$ cat config.mk
export PLATFORM = sky130hd
export DESIGN_NAME = multicycle_control_unit
export DESIGN_NICKNAME = d
export VERILOG_FILES = /design/src/rtl/multicycle_control_unit_pkg.sv /design/src/rtl/multicycle_control_unit_mem_wait_counter.sv /design/src/rtl/multicycle_control_unit.sv
export SDC_FILE = /design/constraint.sdc
export NUM_CORES = 1
export LEC_CHECK = 0
export CELL_PAD_IN_SITES_DETAIL_PLACEMENT = 0
export CELL_PAD_IN_SITES_GLOBAL_PLACEMENT = 2
export CORE_AREA = 3 3 59 61
export DETAILED_ROUTE_END_ITERATION = 7
export DIE_AREA = 0 0 62 64
export PLACE_DENSITY = 0.86
export SLEW_MARGIN = 5
export SYNTH_ARGS = -nofsm -noshare
export SYNTH_HDL_FRONTEND = slang
export SYNTH_SLANG_ARGS = --single-unit
$ cat constraint.sdc
create_clock -name clk -period 4.1 [get_ports clk]
set_input_delay 1.025 -clock clk [delete_from_list [all_inputs] [get_ports clk]]
set_output_delay 1.025 -clock clk [all_outputs]
set_load 0.01 [all_outputs]
$ cat src/rtl/multicycle_control_unit_pkg.sv
// -----------------------------------------------------------------------------
// multicycle_control_unit_pkg
//   Shared definitions for the multi-cycle RV32I control FSM:
//   - FSM state encodings (3-bit)
//   - alu_op_mode values consumed by alu_control_unit
//   - alu_src_a / alu_src_b / pc_source select values
//   - RV32I major opcodes (same values as opcodes.v)
//   - width of the memory wait counter
// -----------------------------------------------------------------------------
package multicycle_control_unit_pkg;

   typedef enum logic [2:0] {
      ST_IF   = 3'd0,
      ST_ID   = 3'd1,
      ST_EX   = 3'd2,
      ST_MEM  = 3'd3,
      ST_WB   = 3'd4,
      ST_PC4  = 3'd5,
      ST_HALT = 3'd6
   } state_t;

   // alu_op_mode encodings
   localparam logic [1:0] ALU_MODE_ADD    = 2'b00;
   localparam logic [1:0] ALU_MODE_BRANCH = 2'b01;
   localparam logic [1:0] ALU_MODE_FUNCT  = 2'b10;

   // ALU operand selects
   localparam logic       ALU_SRC_A_PC   = 1'b0;
   localparam logic       ALU_SRC_A_RS1  = 1'b1;
   localparam logic [1:0] ALU_SRC_B_RS2  = 2'b00;
   localparam logic [1:0] ALU_SRC_B_FOUR = 2'b01;
   localparam logic [1:0] ALU_SRC_B_IMM  = 2'b10;

   // PC input select
   localparam logic PC_SRC_ALU    = 1'b0;
   localparam logic PC_SRC_ALUOUT = 1'b1;

   // RV32I major opcodes (IR[6:0])
   localparam logic [6:0] OP_ARITHMETIC     = 7'b0110011;
   localparam logic [6:0] OP_ARITHMETIC_IMM = 7'b0010011;
   localparam logic [6:0] OP_LOAD           = 7'b0000011;
   localparam logic [6:0] OP_STORE          = 7'b0100011;
   localparam logic [6:0] OP_BRANCH         = 7'b1100011;
   localparam logic [6:0] OP_JAL            = 7'b1101111;
   localparam logic [6:0] OP_JALR           = 7'b1100111;
   localparam logic [6:0] OP_ECALL          = 7'b1110011;

   // Memory wait counter width (supports MEM_LATENCY up to 15)
   localparam int WAIT_CNT_W = 4;

endpackage

$ cat src/rtl/multicycle_control_unit_mem_wait_counter.sv
// -----------------------------------------------------------------------------
// multicycle_control_unit_mem_wait_counter
//   Counts the cycles spent in a memory-occupying state (IF or MEM) and flags
//   the last one (count == MEM_LATENCY-1).
//   Ports:
//     i_clk    - system clock, rising edge
//     i_rst_n  - asynchronous active-low reset
//     i_clear  - synchronous clear (takes priority over i_enable)
//     i_enable - increment this cycle
//     o_last   - current cycle is the last cycle of the access
// -----------------------------------------------------------------------------
module multicycle_control_unit_mem_wait_counter
   import multicycle_control_unit_pkg::*;
#(
   parameter int MEM_LATENCY = 1
) (
   input  logic i_clk,
   input  logic i_rst_n,
   input  logic i_clear,
   input  logic i_enable,
   output logic o_last
);

   localparam logic [WAIT_CNT_W-1:0] LAST_CNT = WAIT_CNT_W'(MEM_LATENCY - 1);

   logic [WAIT_CNT_W-1:0] r_count;

   always_ff @(posedge i_clk or negedge i_rst_n) begin
      if (!i_rst_n) begin
         r_count <= '0;
      end else if (i_clear) begin
         r_count <= '0;
      end else if (i_enable) begin
         r_count <= r_count + WAIT_CNT_W'(1);
      end
   end

   assign o_last = (r_count == LAST_CNT);

endmodule

$ cat src/rtl/multicycle_control_unit.sv
// -----------------------------------------------------------------------------
// multicycle_control_unit
//   Main FSM of the multi-cycle RV32I core: IF -> ID -> EX -> MEM -> WB, plus
//   PC4 (plain PC+4 update) and an absorbing HALT state. Drives every datapath
//   strobe and mux select, and alu_op_mode for alu_control_unit.
//   Parameter:
//     MEM_LATENCY - cycles per memory access (1..15)
//   Ports:
//     clk, reset (async, active-low)
//     opcode[6:0], bcond, ecall_halt          - decode/status inputs
//     pc_write, pc_source, i_or_d, mem_read,
//     mem_write, ir_write, mem_to_reg,
//     reg_write, alu_src_a, alu_src_b[1:0],
//     alu_op_mode[1:0]                        - datapath controls
//     is_halted                               - sticky halt flag
//   Optional feature (macro PERF_COUNTER_EN):
//     cycle_count[31:0]   - cycles spent not halted
//     retired_count[31:0] - transitions into IF plus entry into HALT
// -----------------------------------------------------------------------------
module multicycle_control_unit
   import multicycle_control_unit_pkg::*;
#(
   parameter int MEM_LATENCY = 1
) (
   input  logic        clk,
   input  logic        reset,
   input  logic [6:0]  opcode,
   input  logic        bcond,
   input  logic        ecall_halt,
   output logic        pc_write,
   output logic        pc_source,
   output logic        i_or_d,
   output logic        mem_read,
   output logic        mem_write,
   output logic        ir_write,
   output logic        mem_to_reg,
   output logic        reg_write,
   output logic        alu_src_a,
   output logic [1:0]  alu_src_b,
   output logic [1:0]  alu_op_mode,
   output logic        is_halted
`ifdef PERF_COUNTER_EN
   ,
   output logic [31:0] cycle_count,
   output logic [31:0] retired_count
`endif
);

   state_t r_state;
   state_t w_next;
   logic   w_last;
   logic   w_wait_clear;
   logic   w_wait_en;

   // Any state change restarts the count, so both IF and MEM begin at zero.
   assign w_wait_clear = (w_next != r_state);
   assign w_wait_en    = (r_state == ST_IF) || (r_state == ST_MEM);

   multicycle_control_unit_mem_wait_counter #(
      .MEM_LATENCY (MEM_LATENCY)
   ) u_wait (
      .i_clk    (clk),
      .i_rst_n  (reset),
      .i_clear  (w_wait_clear),
      .i_enable (w_wait_en),
      .o_last   (w_last)
   );

   always_ff @(posedge clk or negedge reset) begin
      if (!reset) begin
         r_state <= ST_IF;
      end else begin
         r_state <= w_next;
      end
   end

   always_comb begin
      w_next      = r_state;
      pc_write    = 1'b0;
      pc_source   = PC_SRC_ALU;
      i_or_d      = 1'b0;
      mem_read    = 1'b0;
      mem_write   = 1'b0;
      ir_write    = 1'b0;
      mem_to_reg  = 1'b0;
      reg_write   = 1'b0;
      alu_src_a   = ALU_SRC_A_PC;
      alu_src_b   = ALU_SRC_B_RS2;
      alu_op_mode = ALU_MODE_ADD;
      is_halted   = 1'b0;

      unique case (r_state)
         ST_IF: begin
            mem_read = 1'b1;
            if (w_last) begin
               ir_write = 1'b1;
               w_next   = ST_ID;
            end
         end

         ST_ID: begin
            // PC + imm lands in ALUOut as the branch/JAL target
            alu_src_a   = ALU_SRC_A_PC;
            alu_src_b   = ALU_SRC_B_IMM;
            alu_op_mode = ALU_MODE_ADD;
            case (opcode)
               OP_ARITHMETIC, OP_ARITHMETIC_IMM, OP_LOAD, OP_STORE,
               OP_BRANCH, OP_JAL, OP_JALR: w_next = ST_EX;
               OP_ECALL:                   w_next = ecall_halt ? ST_HALT : ST_PC4;
               default:                    w_next = ST_PC4;
            endcase
         end

         ST_EX: begin
            case (opcode)
               OP_ARITHMETIC: begin
                  alu_src_a   = ALU_SRC_A_RS1;
                  alu_src_b   = ALU_SRC_B_RS2;
                  alu_op_mode = ALU_MODE_FUNCT;
                  w_next      = ST_WB;
               end
               OP_ARITHMETIC_IMM: begin
                  alu_src_a   = ALU_SRC_A_RS1;
                  alu_src_b   = ALU_SRC_B_IMM;
                  alu_op_mode = ALU_MODE_FUNCT;
                  w_next      = ST_WB;
               end
               OP_LOAD, OP_STORE: begin
                  alu_src_a   = ALU_SRC_A_RS1;
                  alu_src_b   = ALU_SRC_B_IMM;
                  alu_op_mode = ALU_MODE_ADD;
                  w_next      = ST_MEM;
               end
               OP_BRANCH: begin
                  alu_src_a   = ALU_SRC_A_RS1;
                  alu_src_b   = ALU_SRC_B_RS2;
                  alu_op_mode = ALU_MODE_BRANCH;
                  if (bcond) begin
                     pc_write  = 1'b1;
                     pc_source = PC_SRC_ALUOUT;
                     w_next    = ST_IF;
                  end else begin
                     w_next    = ST_PC4;
                  end
               end
               OP_JAL: begin
                  // PC takes the target from ALUOut while the ALU forms the
                  // link address (old PC + 4) for the WB cycle.
                  pc_write    = 1'b1;
                  pc_source   = PC_SRC_ALUOUT;
                  alu_src_a   = ALU_SRC_A_PC;
                  alu_src_b   = ALU_SRC_B_FOUR;
                  alu_op_mode = ALU_MODE_ADD;
                  w_next      = ST_WB;
               end
               OP_JALR: begin
                  alu_src_a   = ALU_SRC_A_PC;
                  alu_src_b   = ALU_SRC_B_FOUR;
                  alu_op_mode = ALU_MODE_ADD;
                  w_next      = ST_WB;
               end
               default: w_next = ST_PC4;
            endcase
         end

         ST_MEM: begin
            i_or_d    = 1'b1;
            mem_read  = (opcode == OP_LOAD);
            mem_write = (opcode == OP_STORE);
            if (w_last) begin
               w_next = (opcode == OP_LOAD) ? ST_WB : ST_PC4;
            end
         end

         ST_WB: begin
            case (opcode)
               OP_ARITHMETIC, OP_ARITHMETIC_IMM, OP_LOAD: begin
                  reg_write   = 1'b1;
                  mem_to_reg  = (opcode == OP_LOAD);
                  alu_src_a   = ALU_SRC_A_PC;
                  alu_src_b   = ALU_SRC_B_FOUR;
                  alu_op_mode = ALU_MODE_ADD;
                  pc_write    = 1'b1;
                  pc_source   = PC_SRC_ALU;
               end
               OP_JAL: begin
                  // PC was already redirected in EX
                  reg_write   = 1'b1;
               end
               OP_JALR: begin
                  reg_write   = 1'b1;
                  alu_src_a   = ALU_SRC_A_RS1;
                  alu_src_b   = ALU_SRC_B_IMM;
                  alu_op_mode = ALU_MODE_ADD;
                  pc_write    = 1'b1;
                  pc_source   = PC_SRC_ALU;
               end
               default: ;
            endcase
            w_next = ST_IF;
         end

         ST_PC4: begin
            alu_src_a   = ALU_SRC_A_PC;
            alu_src_b   = ALU_SRC_B_FOUR;
            alu_op_mode = ALU_MODE_ADD;
            pc_write    = 1'b1;
            pc_source   = PC_SRC_ALU;
            w_next      = ST_IF;
         end

         ST_HALT: begin
            is_halted = 1'b1;
            w_next    = ST_HALT;
         end

         default: w_next = ST_IF;
      endcase

      // Reset silences every strobe immediately, independent of the clock.
      if (!reset) begin
         pc_write    = 1'b0;
         pc_source   = 1'b0;
         i_or_d      = 1'b0;
         mem_read    = 1'b0;
         mem_write   = 1'b0;
         ir_write    = 1'b0;
         mem_to_reg  = 1'b0;
         reg_write   = 1'b0;
         alu_src_a   = 1'b0;
         alu_src_b   = 2'b00;
         alu_op_mode = 2'b00;
         is_halted   = 1'b0;
      end
   end

`ifdef PERF_COUNTER_EN
   logic [31:0] r_cycle_count;
   logic [31:0] r_retired_count;
   logic        w_retire;

   assign w_retire = ((w_next == ST_IF)   && (r_state != ST_IF)) ||
                     ((w_next == ST_HALT) && (r_state != ST_HALT));

   always_ff @(posedge clk or negedge reset) begin
      if (!reset) begin
         r_cycle_count   <= '0;
         r_retired_count <= '0;
      end else begin
         if (r_state != ST_HALT) begin
            r_cycle_count <= r_cycle_count + 32'd1;
         end
         if (w_retire) begin
            r_retired_count <= r_retired_count + 32'd1;
         end
      end
   end

   assign cycle_count   = r_cycle_count;
   assign retired_count = r_retired_count;
`endif

endmodule

==> flow_summary.json <==
{
  "dpl.hpwl_um": 1890,
  "finClkSkew_ns": 0.00290,
  "fp.dieArea_um2": 3970,
  "worstSetupPathType": "input port to primary output",
  "syn_inst": 113,
  "htreeDepth": 1,
  "maxCapViolations": 0,
  "syn_area_um2": 782,
  "drtPass1Iterations": 4,
  "total_power_mw": 0.358,
  "syn2layout_area_growth_pct": 45.8,
  "track_usage": 0.135,
  "syn_nets": 126,
  "postCtsSetupRepairBufs": 0,
  "outcome": "complete, no violations",
  "cts.sinks": 7,
  "clk_latency_ns": 0.25,
  "ys_types": 37,
  "die_width_um": 62,
  "drt_wl_total_um": 2470,
  "die_y_um": 64,
  "yosys_warnings": 0,
  "drive_gt1_frac": 0.127,
  "min_period_ns": 4.04,
  "hold_violations": 0,
  "core-area_um2": 3030,
  "setup_ws_ns": 0.0591,
  "critPathArrivalTime_ns": 3.02,
  "grt_overflow": 0,
  "hold_start": "u_wait.r_count[3]",
  "yosysSeqAreaShare": 0.224,
  "ys_seq_elements": 7,
  "fin_crit_sh": 0.986,
  "max-vdd-ir-drop_mv": 0.138,
  "avgSynthCellArea_um2": 6.92,
  "worst_pin_slew_ns": 0.550,
  "post_drt_wl_per_cell_um": 13.3,
  "io_buffers": 24,
  "hold_buffers": 0,
  "fin_util": 0.376,
  "nets": 156,
  "ant_nets": 0,
  "powerDensity_nw_per_um2": 314,
  "grt_max_degree": 20,
  "hold_ws_ns": 0.547,
  "place.gp.congestion": 0.826,
  "clockRootBuffer": "clkbuf_4",
  "num_antenna_cells": 0,
  "via_per_inst": 5.02,
  "rsz0062_at_grt": "yes",
  "crit_fanout": 4,
  "worstPathRequired_ns": 3.07,
  "dp_worst_setup_slack_ns": 0.0670,
  "initialDrtViolationCount": 42,
  "cts_max_path_buffers": 2,
  "io_pins": 25,
  "power_leakage_nw": 0.452,
  "grt_pass1_vias": 932,
  "final_cell_mix": "23 x clkdlybuf4s50_1, 17 x nand2_1, 10 x o21ai_0, 10 x nor2_1, 9 x a21oi_1",
  "slew_violations": 0,
  "fill_cells": 335,
  "crit_path_start": "opcode[2]",
  "maxSlewHeadroom": 0.633,
  "final_common_cell": "clkdlybuf4s50_1",
  "antenna_found_initial": 0,
  "start_kind": "input port",
  "hp-class": "register to register",
  "rows": 20,
  "drc": 0,
  "vias": 934,
  "path_clk_slew_ns": 0.05,
  "end_kind": "primary output",
  "clock.fmax_ghz": 0.247,
  "reg2reg_from": "r_state[0]",
  "cts_made_buffers": 3,
  "start_util": 0.258,
  "grt_pass1_wl_um": 4170,
  "final-setup-viol-count": 0,
  "cts_tree": "built"
}
-- state kept, by name, indices dropped and copies added (netlist names) --
name / cells
r_state: 3
u_wait.r_count: 4
-- layer usage --
| layer | part of all wire | vias up | track usage |
|---|---|---|---|
| met2 | 0.48 | 30 | 0.211 |
| met1 | 0.45 | 432 | 0.172 |
| met5 | 0 | - | 0 |
| met3 | 0.051 | 6 | 0.0242 |
| met4 | 0.019 | 0 | 0.0637 |
| li1 | - | 466 | - |
-- cell type report --
cell class,count,area [µm²],share of cell area
inverters,4,15.0,0.0132
clock buffers,4,26.3,0.0231
well taps,44,55.1,0.0483
repair buffers,32,303,0.266
flip-flops and latches,7,175,0.154
multi-input cells,95,566,0.496
-- cell usage after synthesis --
cell type  number  area (µm²)
a211oi_2        1        12.5
xnor2_1         1        8.76
nand4bb_1       1        11.3
ha_1            2        25.0
buf_2           2        10.0
o22ai_1         4        25.0
and2_1          3        18.8
xor2_1          1        8.76
nor2_1         10        37.5
or3_4           1        11.3
inv_1           3        11.3
nor3b_1         2        15.0
or2b_1          1        7.51
clkbuf_1        5        18.8
o31a_1          2        17.5
and3_1          2        12.5
a21oi_1         9        45.0
nor4b_1         2        17.5
nor2b_1         1        6.26
nand3b_1        1        7.51
nand2_1        17        63.8
a41o_1          1        10.0
nand3_1         4        20.0
or3_1           4        25.0
nor3_1          2        10.0
nand2_2         1        6.26
o21ai_0        10        50.1
a211oi_1        1        7.51
a22o_1          1        8.76
nor4_1          2        12.5
and4_1          1        8.76
inv_2           1        3.75
nor2_4          1        11.3
dfrtp_1         7         175
nand2b_1        4        25.0
and2b_2         1        8.76
o31ai_1         1        7.51
-- through the flow --
step | TNS (ns) | area (µm²) | std cells
after floorplan | 0 | 782 | 113
after global placement | 0 | 1110 | 182
after detailed placement | 0 | 1110 | 182
after CTS | 0 | 1130 | 186
after global routing | -0.0226 | 1140 | 186
final | 0 | 1140 | 186
-- critical path, cell delays in order --
cell             delay, ns
clkdlybuf4s50_1       0.43
nand4bb_1             0.28
nor2_1                0.27
a21oi_1               0.13
o21ai_0               0.15
a41o_1                0.20
clkdlybuf4s50_1       0.53
-- timing repair --
action | CTS | global route
setup endpoints to repair | 0 | 2
resized for setup | 0 | 2
hold endpoints to repair | 0 | 0
-- power breakdown --
group | total [mW] | switching [mW] | internal, mW
sequential | 0.128 | 0.0489 | 0.0793
combinational | 0.167 | 0.0770 | 0.0899
clock | 0.0633 | 0.0261 | 0.0372
total | 0.358 | 0.152 | 0.206
-- cells by family (layout without fill, tap and decap cells) --
family | count (synthesis) | count (layout) | share of synthesized area
compound gates | 30 | 30 | 0.235
xor+xnor | 2 | 2 | 0.0224
fa+ha+maj | 2 | 2 | 0.0320
buf+inv | 11 | 40 | 0.0560
flops | 7 | 7 | 0.224
simple gates | 61 | 61 | 0.430
-- final timing paths --
path,end,slack (ns),cells after the start
max,pc_write,0.06,7
min in group asynchronous,u_wait.r_count[1],1.12,2
min,u_wait.r_count[3],0.55,2
max in group asynchronous,r_state[2],2.83,2
max reg2reg,r_state[0],2.50,4
min reg2reg,u_wait.r_count[3],0.55,2
(Power assumes the default switching activity.)
